===== src/rtl/mss_sys_clk_gen_pkg.sv =====
// Shared constants, channel state encoding and width helper for the
// multi-channel clock-enable generator.
package mss_sys_clk_gen_pkg;

  localparam int NUM_CH_DEF   = 4;
  localparam int DIV_W_DEF    = 8;
  localparam int LOCK_CNT_DEF = 16;
  localparam int DIV_INIT_DEF = 2;

  typedef enum logic {
    IDLE = 1'b0,
    RUN  = 1'b1
  } ch_state_e;

  // Ceiling log2, never below 1 so single-entry selects still get a bit.
  function automatic int clog2(input int n);
    int w;
    w = 1;
    while ((1 << w) < n) begin
      w = w + 1;
    end
    return w;
  endfunction

endpackage


===== src/rtl/mss_sys_clk_gen_ch.sv =====
// One divider channel: period counter, pending-divisor register, IDLE/RUN
// state and registered CE / DIV_OUT / WR_ACK outputs.
module mss_sys_clk_gen_ch
  import mss_sys_clk_gen_pkg::*;
#(
  parameter int DIV_W    = DIV_W_DEF,
  parameter int DIV_INIT = DIV_INIT_DEF
) (
  input  logic             clk,
  input  logic             arst_n,
  input  logic             lock_i,
  input  logic             wr_en_i,
  input  logic [DIV_W-1:0] wr_div_i,
  output logic             ce_o,
  output logic             div_out_o,
  output logic             wr_ack_o
);

  ch_state_e        state_q, state_d;
  logic [DIV_W-1:0] cnt_q, cnt_d;
  logic [DIV_W-1:0] div_q, div_d;
  logic [DIV_W-1:0] pend_div_q, pend_div_d;
  logic             pend_q, pend_d;
  logic             ce_q, ce_d;
  logic             div_out_q, div_out_d;
  logic             ack_q, ack_d;
  logic             wrap;
  logic             apply;

  // Outputs are computed from the next counter/state so that the registered
  // CE and DIV_OUT describe the cycle the counter value belongs to.
  always_comb begin
    wrap  = (state_q == RUN) && (cnt_q == div_q - DIV_W'(1));
    apply = pend_q && ((state_q == IDLE) || wrap);
    div_d = apply ? pend_div_q : div_q;

    pend_d     = pend_q;
    pend_div_d = pend_div_q;
    if (wr_en_i) begin
      pend_d     = 1'b1;
      pend_div_d = wr_div_i;
    end else if (apply) begin
      pend_d = 1'b0;
    end

    if (!lock_i || (div_d == '0)) begin
      state_d = IDLE;
      cnt_d   = '0;
    end else if ((state_q == IDLE) || wrap) begin
      state_d = RUN;
      cnt_d   = '0;
    end else begin
      state_d = RUN;
      cnt_d   = cnt_q + DIV_W'(1);
    end

    ce_d      = (state_d == RUN) && (cnt_d == div_d - DIV_W'(1));
    div_out_d = (state_d == RUN) && (cnt_d < (div_d >> 1));
    ack_d     = apply;
  end

  always_ff @(posedge clk or negedge arst_n) begin
    if (!arst_n) begin
      state_q    <= IDLE;
      cnt_q      <= '0;
      div_q      <= DIV_W'(DIV_INIT);
      pend_div_q <= '0;
      pend_q     <= 1'b0;
      ce_q       <= 1'b0;
      div_out_q  <= 1'b0;
      ack_q      <= 1'b0;
    end else begin
      state_q    <= state_d;
      cnt_q      <= cnt_d;
      div_q      <= div_d;
      pend_div_q <= pend_div_d;
      pend_q     <= pend_d;
      ce_q       <= ce_d;
      div_out_q  <= div_out_d;
      ack_q      <= ack_d;
    end
  end

  assign ce_o      = ce_q;
  assign div_out_o = div_out_q;
  assign wr_ack_o  = ack_q;

endmodule


===== src/rtl/mss_sys_clk_gen.sv =====
// Clock-enable generator top: PLL lock synchroniser and debounce filter,
// divisor write decode, and NUM_CH divider channels.
module mss_sys_clk_gen
  import mss_sys_clk_gen_pkg::*;
#(
  parameter int NUM_CH   = NUM_CH_DEF,
  parameter int DIV_W    = DIV_W_DEF,
  parameter int LOCK_CNT = LOCK_CNT_DEF,
  parameter int DIV_INIT = DIV_INIT_DEF
) (
  input  logic                     CLK,
  input  logic                     ARST_N,
  input  logic                     PLL_LOCK,
  input  logic                     WR_EN,
  input  logic [clog2(NUM_CH)-1:0] WR_CH,
  input  logic [DIV_W-1:0]         WR_DIV,
  output logic                     WR_ERR,
  output logic [NUM_CH-1:0]        WR_ACK,
  output logic                     LOCK_STABLE,
  output logic [NUM_CH-1:0]        CE,
  output logic [NUM_CH-1:0]        DIV_OUT
);

  localparam int                CH_W     = clog2(NUM_CH);
  localparam int                LCNT_W   = clog2(LOCK_CNT);
  localparam logic [LCNT_W-1:0] LCNT_MAX = LCNT_W'(LOCK_CNT - 1);
  localparam logic [CH_W:0]     CH_LIMIT = (CH_W + 1)'(NUM_CH);

  logic              sync1_q, sync2_q;
  logic [LCNT_W-1:0] lcnt_q, lcnt_d;
  logic              stable_q, stable_d;
  logic              wr_err_q, wr_err_d;
  logic              wr_valid;
  logic [NUM_CH-1:0] wr_hit;

  always_comb begin
    lcnt_d   = lcnt_q;
    stable_d = stable_q;
    if (!sync2_q) begin
      lcnt_d   = '0;
      stable_d = 1'b0;
    end else if (lcnt_q == LCNT_MAX) begin
      stable_d = 1'b1;
    end else begin
      lcnt_d = lcnt_q + LCNT_W'(1);
    end

    wr_valid = ({1'b0, WR_CH} < CH_LIMIT);
    wr_err_d = WR_EN && !wr_valid;
  end

  always_ff @(posedge CLK or negedge ARST_N) begin
    if (!ARST_N) begin
      sync1_q  <= 1'b0;
      sync2_q  <= 1'b0;
      lcnt_q   <= '0;
      stable_q <= 1'b0;
      wr_err_q <= 1'b0;
    end else begin
      sync1_q  <= PLL_LOCK;
      sync2_q  <= sync1_q;
      lcnt_q   <= lcnt_d;
      stable_q <= stable_d;
      wr_err_q <= wr_err_d;
    end
  end

  // Channels follow the next lock value so they leave IDLE on the same edge
  // LOCK_STABLE rises and drop their outputs on the edge it falls.
  for (genvar gi = 0; gi < NUM_CH; gi++) begin : g_ch
    assign wr_hit[gi] = WR_EN && wr_valid && (WR_CH == CH_W'(gi));

    mss_sys_clk_gen_ch #(
      .DIV_W    (DIV_W),
      .DIV_INIT (DIV_INIT)
    ) u_ch (
      .clk       (CLK),
      .arst_n    (ARST_N),
      .lock_i    (stable_d),
      .wr_en_i   (wr_hit[gi]),
      .wr_div_i  (WR_DIV),
      .ce_o      (CE[gi]),
      .div_out_o (DIV_OUT[gi]),
      .wr_ack_o  (WR_ACK[gi])
    );
  end

  assign LOCK_STABLE = stable_q;
  assign WR_ERR      = wr_err_q;

endmodule

===== config.mk =====
export PLATFORM = sky130hd
export DESIGN_NAME = mss_sys_clk_gen
export DESIGN_NICKNAME = d
export VERILOG_FILES = /design/src/rtl/mss_sys_clk_gen_pkg.sv /design/src/rtl/mss_sys_clk_gen_ch.sv /design/src/rtl/mss_sys_clk_gen.sv
export SDC_FILE = /design/constraint.sdc
export NUM_CORES = 1
export LEC_CHECK = 0
export BUFFER_PORTS_ARGS = -buffer_cell sky130_fd_sc_hd__buf_2
export CAP_MARGIN = 20
export CORE_ASPECT_RATIO = 0.9
export CORE_UTILIZATION = 57
export CTS_BUF_LIST = sky130_fd_sc_hd__clkbuf_8
export DETAILED_ROUTE_END_ITERATION = 10
export MAX_ROUTING_LAYER = met4
export PLACE_DENSITY = 0.74
export SLEW_MARGIN = 20
export SYNTH_ARGS = -nofsm -noshare
export SYNTH_HDL_FRONTEND = slang
export SYNTH_SLANG_ARGS = --single-unit

===== constraint.sdc =====
create_clock -name CLK -period 5.9 [get_ports CLK]
set_clock_uncertainty 0.2 [all_clocks]
set_input_delay 0.59 -clock CLK [delete_from_list [all_inputs] [get_ports CLK]]
set_output_delay 0.59 -clock CLK [all_outputs]
set_load 0.005 [all_outputs]

### Yosys cells after proc, flatten, opt, wreduce, memory -nomap -nowiden

Index checks and enable logic that the tools add are counted.
Widths: inputs -> output; s select.

| storage, ports and cells | value |
|---|---|
| output and inout bits | 14 |
| input bits | 14 |
| register bits | 123 |

| cells by class | value |
|---|---|
| add/sub/neg operators | 13 |
| order comparisons | 4 |
| reductions and logical operators | 38 |
| equality and inequality tests | 13 |
| bitwise gates (word level) | 4 |
| muxes and demuxes | 28 |

Operator list:

| kind | count |
|---|---|
| $mux 8 | 12 |
| $eq 8x8->1 | 8 |
| $sub 8x1->8 const B | 8 |
| $add 8x1->8 const B | 4 |
| $logic_not 8->1 | 4 |
| $lt 8x7->1 | 4 |
| $logic_and 1x1->1 | 20 |
| $mux 1 | 14 |
| $logic_or 1x1->1 | 8 |
| $mux 4 | 2 |
| $reduce_bool 2->1 | 4 |
| $add 4x1->4 const B | 1 |
| $eq 2x2->1 const B | 2 |
| $eq 4x4->1 const B | 1 |
| $not 1->1 | 4 |
| $eq 2x1->1 const B | 1 |
| $logic_not 2->1 | 1 |
| $ne 2x2->1 const B | 1 |
| $logic_not 1->1 | 1 |

### Logic depth before layout (Yosys ltp)

Gate-level depths: netlist of the first run.

| depth | value |
|---|---|
| depth after elaboration | 11 |
| depth in mapped cells | 23 |
| gate-level depth less buffers | 22 |

### By module

Synthesis of the first run repeated with hierarchy kept, for this count alone.

| second synthesis, totals | value |
|---|---|
| cells, all modules | 786 |
| area, all modules | 8077.7 um^2 |

By module, submodules not included:

| module | instances | area each (um^2) | sequential area each (um^2) | cells each |
|---|---|---|---|---|
| mss_sys_clk_gen_ch | 4 | 1936.9 | 726.9 | 189 |
| mss_sys_clk_gen | 1 | 330.3 | 175.2 | 30 |

### Least setup slack after synthesis of the first run

No wires, ideal clock.

| timing path | value |
|---|---|
| path kind | register to register |
| start point | register g_ch[2].u_ch.div_q[0] |
| end point | register g_ch[2].u_ch.div_out_q |
| buffers on the path | 1 |
| slack | 0.537 ns |
| cell stages (with the launch flop) | 22 |
| data arrival time | 5.081 ns |
| cells stage by stage | dfrtp_1 > or4_1 > o21a_1 > o21a_1 > o41a_1 > nand2_1 > inv_1 > clkbuf_1 > a21oi_1 > ha_1 > inv_1 > or4_1 > nor4_1 > nor2_1 > o211ai_1 > nor2_1 > ha_1 > a21o_1 > a21o_1 > a211oi_1 > nand2_1 > a31oi_1 |

| on the way | value |
|---|---|
| word-level cells in the longest chain between the ends | 11 |
| elaborated cells on any way between the ends | 13 |
| those cells by class | add/sub (1); order compare (1); eq/ne (1); mux (4); reduce/logical (6) |

RTL lines:

| element | RTL line | RTL |
|---|---|---|
| from (decl) | mss_sys_clk_gen_ch.sv:21 | `logic [DIV_W-1:0] div_q, div_d;` |
| from (signal assigned) | mss_sys_clk_gen_ch.sv:66 | `div_q <= DIV_W'(DIV_INIT);` |
| from (signal assigned) | mss_sys_clk_gen_ch.sv:75 | `div_q <= div_d;` |
| $sub 8x1->8 | mss_sys_clk_gen_ch.sv:33 | `wrap = (state_q == RUN) && (cnt_q == div_q - DIV_W'(1));` |
| $eq 8x8->1 | mss_sys_clk_gen_ch.sv:33 |  |
| $logic_and 1x1->1 | mss_sys_clk_gen_ch.sv:33 |  |
| $logic_or 1x1->1 | mss_sys_clk_gen_ch.sv:34 | `apply = pend_q && ((state_q == IDLE) \|\| wrap);` |
| $logic_and 1x1->1 | mss_sys_clk_gen_ch.sv:34 |  |
| named net g_ch[2].u_ch.ack_d | mss_sys_clk_gen_ch.sv:26 | `logic ack_q, ack_d;` |
| $mux 8 | mss_sys_clk_gen_ch.sv:35 | `div_d = apply ? pend_div_q : div_q;` |
| $logic_not 8->1 | mss_sys_clk_gen_ch.sv:46 | `if (!lock_i \|\| (div_d == '0)) begin` |
| $logic_or 1x1->1 | mss_sys_clk_gen_ch.sv:46 |  |
| $mux 8 | mss_sys_clk_gen_ch.sv:46 |  |
| named net g_ch[2].u_ch.cnt_d[4] | mss_sys_clk_gen_ch.sv:20 | `logic [DIV_W-1:0] cnt_q, cnt_d;` |
| $lt 8x7->1 | mss_sys_clk_gen_ch.sv:58 | `div_out_d = (state_d == RUN) && (cnt_d < (div_d >> 1));` |
| $logic_and 1x1->1 | mss_sys_clk_gen_ch.sv:58 |  |
| named net g_ch[2].u_ch.div_out_d | mss_sys_clk_gen_ch.sv:25 | `logic div_out_q, div_out_d;` |
| to (signal assigned) | mss_sys_clk_gen_ch.sv:79 | `div_out_q <= div_out_d;` |
| to (decl) | mss_sys_clk_gen_ch.sv:25 |  |

The timed path passes the listed nets, and every way through them passes these cells.
A chain may end at the register's enable or synchronous reset.

### Worst setup path in the final report of the first run

| timing path | value |
|---|---|
| start point | register g_ch[3].u_ch.div_q[2] |
| end point | register g_ch[3].u_ch.ce_q |

| on the way | value |
|---|---|
| word-level cells in the longest chain between the ends | 11 |
| elaborated cells on any way between the ends | 14 |
| those cells by class | add/sub (2); eq/ne (2); mux (4); reduce/logical (6) |

RTL lines:

| element | RTL line | RTL |
|---|---|---|
| from (decl) | mss_sys_clk_gen_ch.sv:21 |  |
| from (signal assigned) | mss_sys_clk_gen_ch.sv:66 |  |
| from (signal assigned) | mss_sys_clk_gen_ch.sv:75 |  |
| $sub 8x1->8 | mss_sys_clk_gen_ch.sv:33 |  |
| $eq 8x8->1 | mss_sys_clk_gen_ch.sv:33 |  |
| $logic_and 1x1->1 | mss_sys_clk_gen_ch.sv:33 |  |
| $logic_or 1x1->1 | mss_sys_clk_gen_ch.sv:34 |  |
| $logic_and 1x1->1 | mss_sys_clk_gen_ch.sv:34 |  |
| $mux 8 | mss_sys_clk_gen_ch.sv:35 |  |
| named net g_ch[3].u_ch.div_d[0] | mss_sys_clk_gen_ch.sv:21 |  |
| $logic_not 8->1 | mss_sys_clk_gen_ch.sv:46 |  |
| $logic_or 1x1->1 | mss_sys_clk_gen_ch.sv:46 |  |
| $mux 8 | mss_sys_clk_gen_ch.sv:46 |  |
| named net g_ch[3].u_ch.cnt_d[2] | mss_sys_clk_gen_ch.sv:20 |  |
| $eq 8x8->1 | mss_sys_clk_gen_ch.sv:57 | `ce_d = (state_d == RUN) && (cnt_d == div_d - DIV_W'(1));` |
| $logic_and 1x1->1 | mss_sys_clk_gen_ch.sv:57 |  |
| named net g_ch[3].u_ch.ce_d | mss_sys_clk_gen_ch.sv:24 | `logic ce_q, ce_d;` |
| to (signal assigned) | mss_sys_clk_gen_ch.sv:69 | `ce_q <= 1'b0;` |
| to (signal assigned) | mss_sys_clk_gen_ch.sv:78 | `ce_q <= ce_d;` |
| to (decl) | mss_sys_clk_gen_ch.sv:24 |  |

The timed path passes the listed nets, and every way through them passes these cells.

==> impl_metrics.json, run 1 <==
{
  "setup_viol": 0,
  "num_vias": 6568,
  "root_buffer": "clkbuf_8",
  "numPortBuffers": 26,
  "final_max_slew_viol_count": 0,
  "final_cell_area_um2": 8950,
  "wl_per_cell_um": 18.7,
  "slew_headroom_pct": 31.4,
  "path_max_fanout": 11,
  "drtIter0Drc": 588,
  "clock_sinks": 123,
  "cp.required_ns": 6.05,
  "drt_first_pass_iters": 5,
  "hold_path_end": "sync1_q$_DFF_PN0_",
  "fin_cells": 1078,
  "cts_buffers": 17,
  "syn_nets": 893,
  "io_pins": 28,
  "chipHeight_um": 116,
  "synthesis.instances": 847,
  "yosys_register_bits": 123,
  "antenna_cells": 0,
  "hpwl_um": 14800,
  "totalWireLength_um": 20100,
  "worst-r2r-setup-slack_ns": 0.36,
  "r2r_end": "g_ch[3].u_ch.ce_o$_DFF_PN0_",
  "p_leak_nw": 4.00,
  "coreArea_um2": 14100,
  "cts_tree": "done",
  "critical_path.max_stage_delay_ns": 0.55,
  "rows": 41,
  "ys.warnings.count": 0,
  "hp-start": "PLL_LOCK",
  "status": "completed",
  "antenna_found_initial": 0,
  "dieWidth_um": 129,
  "grt_setup_unrepaired": "no",
  "reg2reg_from": "g_ch[3].u_ch.div_q[2]$_DFF_PN0_",
  "die-area_um2": 14900,
  "seq_area_frac_synth_pct": 37.5,
  "area_delta_synth_final_pct": 8.76,
  "grt_pass1_wl_um": 32900,
  "htree_levels": 4,
  "layout_commonest_cell": "dfrtp_1",
  "period_needed_ns": 5.54,
  "hold_depth": 1,
  "drtAntennaViolNets": 0,
  "grt_pass1_vias": 6414,
  "cp-end-kind": "register",
  "cp-start-kind": "register",
  "hp-class": "input pin to register",
  "worst_pin_slew_ns": 1.00,
  "synth-edff-count": 0,
  "insertion_delay_ns": 0.47,
  "worstPathCellList": "or4_4, or4_1, a2111o_1, nand3_2, o2111ai_4, mux2_2, inv_1, ha_1, nand3_1, nor3_1, nor2_1, o211ai_1, nor2_1, xnor3_1, or4_1, a211oi_1",
  "place.gp.congestion": 0.933,
  "worstSetupPathType": "register to register",
  "ys.flop_type": "dfrtp_1",
  "final_cell_mix": "dfrtp_1 (119), inv_1 (71), nor2_1 (71), xnor2_1 (60), mux2_2 (39)",
  "grt_max_degree": 80,
  "synth.distinct_cells": 76,
  "drive_above_1_share_pct": 14.9,
  "r2r_cells": 16,
  "ctsLongestPathBuffers": 2,
  "dpl_cell_area_um2": 8510,
  "max_cap_violations": 0,
  "start_util_pct": 58.5,
  "final_hold_viol_count": 0,
  "syn_avg_cell_area_um2": 9.72,
  "worst-path-buf-inv": 1,
  "slowest_stage": "or4_4",
  "syn-cell-area_um2": 8230,
  "period_share_pct": 93.8,
  "p_per_area_nw_per_um2": 327,
  "drc": 0,
  "max_freq_mhz": 181,
  "fin_setup_tns_ns": 0,
  "ir_drop_mv": 0.197,
  "synthArstFlopShare_pct": 100,
  "final_nets": 918,
  "crit_family": "simple AND/OR/NAND/NOR gates",
  "cp.arrival_ns": 5.68,
  "track_usage_pct": 29.9,
  "dp_cells": 1044,
  "grt_overflow_total": 0,
  "viasPerCell": 6.09,
  "clk_pin_slew_ns": 0.08
}
[synthesized netlist by cell type, types with 7 or more instances]
cell,n,area share (%)
nand3_1,31,1.9
or4_1,8,0.73
clkbuf_1,16,0.73
buf_4,13,1.2
mux2_2,39,5.3
o211ai_1,12,1.1
nor4_1,15,1.1
nor2_1,71,3.2
a21o_1,10,0.91
and3_1,13,0.99
a211oi_1,10,0.91
xnor2_1,60,6.4
dfrtp_1,119,36
a31oi_1,8,0.61
mux2i_1,37,4.5
nand2_1,25,1.1
ha_1,32,4.9
inv_1,70,3.2
nor4b_1,7,0.75
and2_1,11,0.84
xnor3_1,7,1.9
nand3b_1,7,0.64
o21ai_0,29,1.8
nor3_1,24,1.5
xor2_1,33,3.5
o31ai_1,8,0.73
a21oi_1,19,1.2
a21boi_0,8,0.73
[timing repair]
item,CTS,global route
hold endpoints to repair,0,5
setup buffers,0,1
resized for setup,0,6
hold buffers,0,1
setup endpoints to repair,0,2
[power breakdown]
group | leakage (nW) | internal, mW | switching (mW)
clock network | 0.197 | 0.386 | 0.370
registers | 1.57 | 0.963 | 0.201
logic | 2.23 | 0.460 | 0.548
total | 4.00 | 1.81 | 1.12
[layout make-up]
class,count,area (µm²)
repair buffers,39,236
well taps,193,241
clock inverters,14,145
clock buffers,18,248
multi-input cells,621,4730
inverters,70,263
fillers,1163,5110
flip-flops and latches,123,3080
[layer usage]
metal	global-route usage [%]	up-vias	part of all wire, %
li1	-	3101	-
met1	40.0	3192	47
met2	45.2	240	46
met3	5.36	35	5.4
met4	11.4	0	1.9
met5	-	-	0
[worst max-delay path by stage]
stage / startpoint / to / cells past startpoint
2_1_floorplan: g_ch[2].u_ch.div_q[0]$_DFF_PN0_ / g_ch[2].u_ch.div_out_o$_DFF_PN0_ / 21
4_1_cts: g_ch[2].u_ch.div_q[0]$_DFF_PN0_ / g_ch[2].u_ch.div_out_o$_DFF_PN0_ / 21
6_report: g_ch[3].u_ch.div_q[2]$_DFF_PN0_ / g_ch[3].u_ch.ce_o$_DFF_PN0_ / 16
3_3_place_gp: g_ch[2].u_ch.div_q[0]$_DFF_PN0_ / g_ch[2].u_ch.div_out_o$_DFF_PN0_ / 20
3_5_place_dp: g_ch[2].u_ch.div_q[0]$_DFF_PN0_ / g_ch[2].u_ch.div_out_o$_DFF_PN0_ / 21
5_1_grt: g_ch[2].u_ch.div_q[0]$_DFF_PN0_ / g_ch[2].u_ch.div_out_o$_DFF_PN0_ / 20
[per-stage QoR]
stage,total power [mW],setup slack (ns),utilization (%),hold slack [ns]
after floorplan,1.88,0.537,-,0.0944
after global placement,2.11,0.516,60.5,0.145
after detailed placement,2.15,0.312,60.5,0.137
after CTS,2.91,0.228,63.3,0.0200
after global routing,3.10,0.0692,63.7,0.0156
final,2.93,0.364,63.7,0.0387
[cell families (layout without fill, tap and decap cells)]
kind of cell | after synthesis | count (layout) | synth area share (%)
fa+ha+maj | 32 | 32 | 4.87
simple gates | 253 | 253 | 16.5
flops | 123 | 123 | 37.5
buf+inv | 103 | 141 | 5.34
compound gates | 158 | 158 | 14.0
other cells | 1 | 1 | 0.0456
mux | 77 | 77 | 10.0
xor+xnor | 100 | 100 | 11.8
[registers in the layout, indices dropped and copies added (netlist names), 4 cells and up]
name                  flops
g_ch.u_ch.cnt_q          32
g_ch.u_ch.div_out_o       4
g_ch.u_ch.ce_o            4
g_ch.u_ch.pend_q          4
lcnt_q                    4
g_ch.u_ch.state_q         4
g_ch.u_ch.div_q          32
g_ch.u_ch.wr_ack_o        4
g_ch.u_ch.pend_div_q     32
Power figures use the tool's default switching activity.
==> inputs of run 2 (changes only) <==
--- a/config.mk
+++ b/config.mk
@@ -8,10 +8,11 @@
 export BUFFER_PORTS_ARGS = -buffer_cell sky130_fd_sc_hd__buf_2
 export CAP_MARGIN = 20
 export CORE_ASPECT_RATIO = 0.9
+export CORE_MARGIN = 5
 export CORE_UTILIZATION = 57
 export CTS_BUF_LIST = sky130_fd_sc_hd__clkbuf_8
 export DETAILED_ROUTE_END_ITERATION = 10
-export MAX_ROUTING_LAYER = met4
+export GPL_TIMING_DRIVEN = 0
 export PLACE_DENSITY = 0.74
 export SLEW_MARGIN = 20
 export SYNTH_ARGS = -nofsm -noshare
==> impl_metrics.json, run 2 (synthesis results as in run 1) <==
{
  "io_pins": 28,
  "drtAntennaViolNets": 0,
  "cp-start-kind": "register",
  "p_leak_nw": 4.09,
  "drtIter0Drc": 744,
  "antenna_found_initial": 0,
  "cts_tree": "done",
  "crit_family": "simple AND/OR/NAND/NOR gates",
  "antenna_cells": 0,
  "start_util_pct": 58.3,
  "preCtsSetupSlack_ns": -0.468,
  "die-area_um2": 16900,
  "layout_commonest_cell": "dfrtp_1",
  "slew_headroom_pct": 32.9,
  "setup_viol": 0,
  "fin_util_pct": 64.9,
  "drt_first_pass_iters": 7,
  "final_cell_area_um2": 9160,
  "whs_ns": 0.0516,
  "startpoint": "g_ch[3].u_ch.div_q[2]$_DFF_PN0_",
  "cp.arrival_ns": 5.83,
  "worstSetupPathType": "register to register",
  "final_nets": 941,
  "grt_overflow_total": 0,
  "coreArea_um2": 14100,
  "place.gp.congestion": 0.930,
  "grt_max_degree": 67,
  "grt_pass1_vias": 6783,
  "worst_pin_slew_ns": 1.00,
  "viasPerCell": 6.19,
  "period_needed_ns": 5.66,
  "ir_drop_mv": 0.266,
  "critical_path.max_stage_delay_ns": 0.56,
  "final_hold_viol_count": 0,
  "path_max_fanout": 10,
  "clock_sinks": 123,
  "worstPathCellList": "or4_4, or4_1, a2111o_1, nand3_2, o2111ai_4, buf_2, mux2i_2, ha_2, nand3_1, nor3_1, nor2_1, o211ai_1, clkbuf_4, or2_2, inv_1, ha_1, a41oi_1, o2111ai_1, a21oi_1",
  "insertion_delay_ns": 0.45,
  "area_delta_synth_final_pct": 11.3,
  "dieWidth_um": 137,
  "final_max_slew_viol_count": 0,
  "fin_setup_tns_ns": 0,
  "clk_pin_slew_ns": 0.07,
  "drc": 0,
  "max_freq_mhz": 177,
  "grt_pass1_wl_um": 34200,
  "ctsLongestPathBuffers": 2,
  "chipHeight_um": 124,
  "finalPower_mw": 2.97,
  "top_regs": "g_ch.u_ch.cnt_q (32), g_ch.u_ch.div_q (32), g_ch.u_ch.pend_div_q (32)",
  "status": "completed",
  "hp-start": "PLL_LOCK",
  "htree_levels": 4,
  "num_vias": 6809,
  "totalWireLength_um": 20100,
  "cts_buffers": 17,
  "rows": 41,
  "root_buffer": "clkbuf_8",
  "worst-path-buf-inv": 3,
  "numPortBuffers": 26,
  "cp-end-kind": "register",
  "max_cap_violations": 0,
  "hpwl_um": 14800,
  "wl_per_cell_um": 18.3,
  "hp-class": "input pin to register",
  "track_usage_pct": 25.6,
  "fin_cells": 1100,
  "fin_ws_ns": 0.238,
  "period_share_pct": 96.0,
  "reg2reg_from": "g_ch[3].u_ch.div_q[2]$_DFF_PN0_",
  "p_per_area_nw_per_um2": 324,
  "dpl_cell_area_um2": 8640,
  "drive_above_1_share_pct": 16.3,
  "cp.required_ns": 6.07,
  "final_cell_mix": "dfrtp_1 (119), inv_1 (72), nor2_1 (71), xnor2_1 (60), mux2_2 (39)",
  "dp_cells": 1067,
  "slowest_stage": "or4_4"
}
[run 2: path summary, 6_finish.rpt]
check	cells after the start	slack, ns	end
worst max-delay path	19	0.24	g_ch[3].u_ch.div_out_o$_DFF_PN0_
max in group asynchronous	3	4.29	g_ch[0].u_ch.div_q[1]$_DFF_PN1_
worst min register to register	0	0.16	sync2_q$_DFF_PN0_
worst max register to register	19	0.24	g_ch[3].u_ch.div_out_o$_DFF_PN0_
worst min-delay path	1	0.05	sync1_q$_DFF_PN0_
min in group asynchronous	2	0.47	g_ch[1].u_ch.div_q[4]$_DFF_PN0_
[run 2: per-layer routing]
layer / track usage (%) / share of wire, % / vias up
met3: 5.09 / 6.0 / 41
met2: 40.3 / 47 / 275
li1: - / - / 3142
met4: 8.25 / 1.7 / 0
met5: 0 / 0 / -
met1: 35.7 / 45 / 3351
[run 2: repair_timing]
| action | CTS | global route |
|---|---|---|
| endpoints found under the setup margin | 3 | 8 |
| hold buffers | 1 | 0 |
| resized for setup | 3 | 22 |
| setup buffers | 2 | 0 |
| hold endpoints to repair | 55 | 0 |
| pin swaps | 1 | 0 |
[run 2: final cells by class]
type / count / area [µm²]
Fill cell: 1124 / 4950
Multi-Input combinational cell: 621 / 4790
Sequential cell: 123 / 3080
Inverter: 70 / 263
Clock buffer: 19 / 262
Tap cell: 193 / 241
Timing Repair Buffer: 30 / 189
Buffer: 32 / 179
Clock inverter: 12 / 148
[run 2: power breakdown]
group	total, mW	internal [mW]	switching (mW)
Combinational	1.05	0.471	0.579
Clock	0.782	0.435	0.347
Sequential	1.14	0.963	0.175
Total	2.97	1.87	1.10
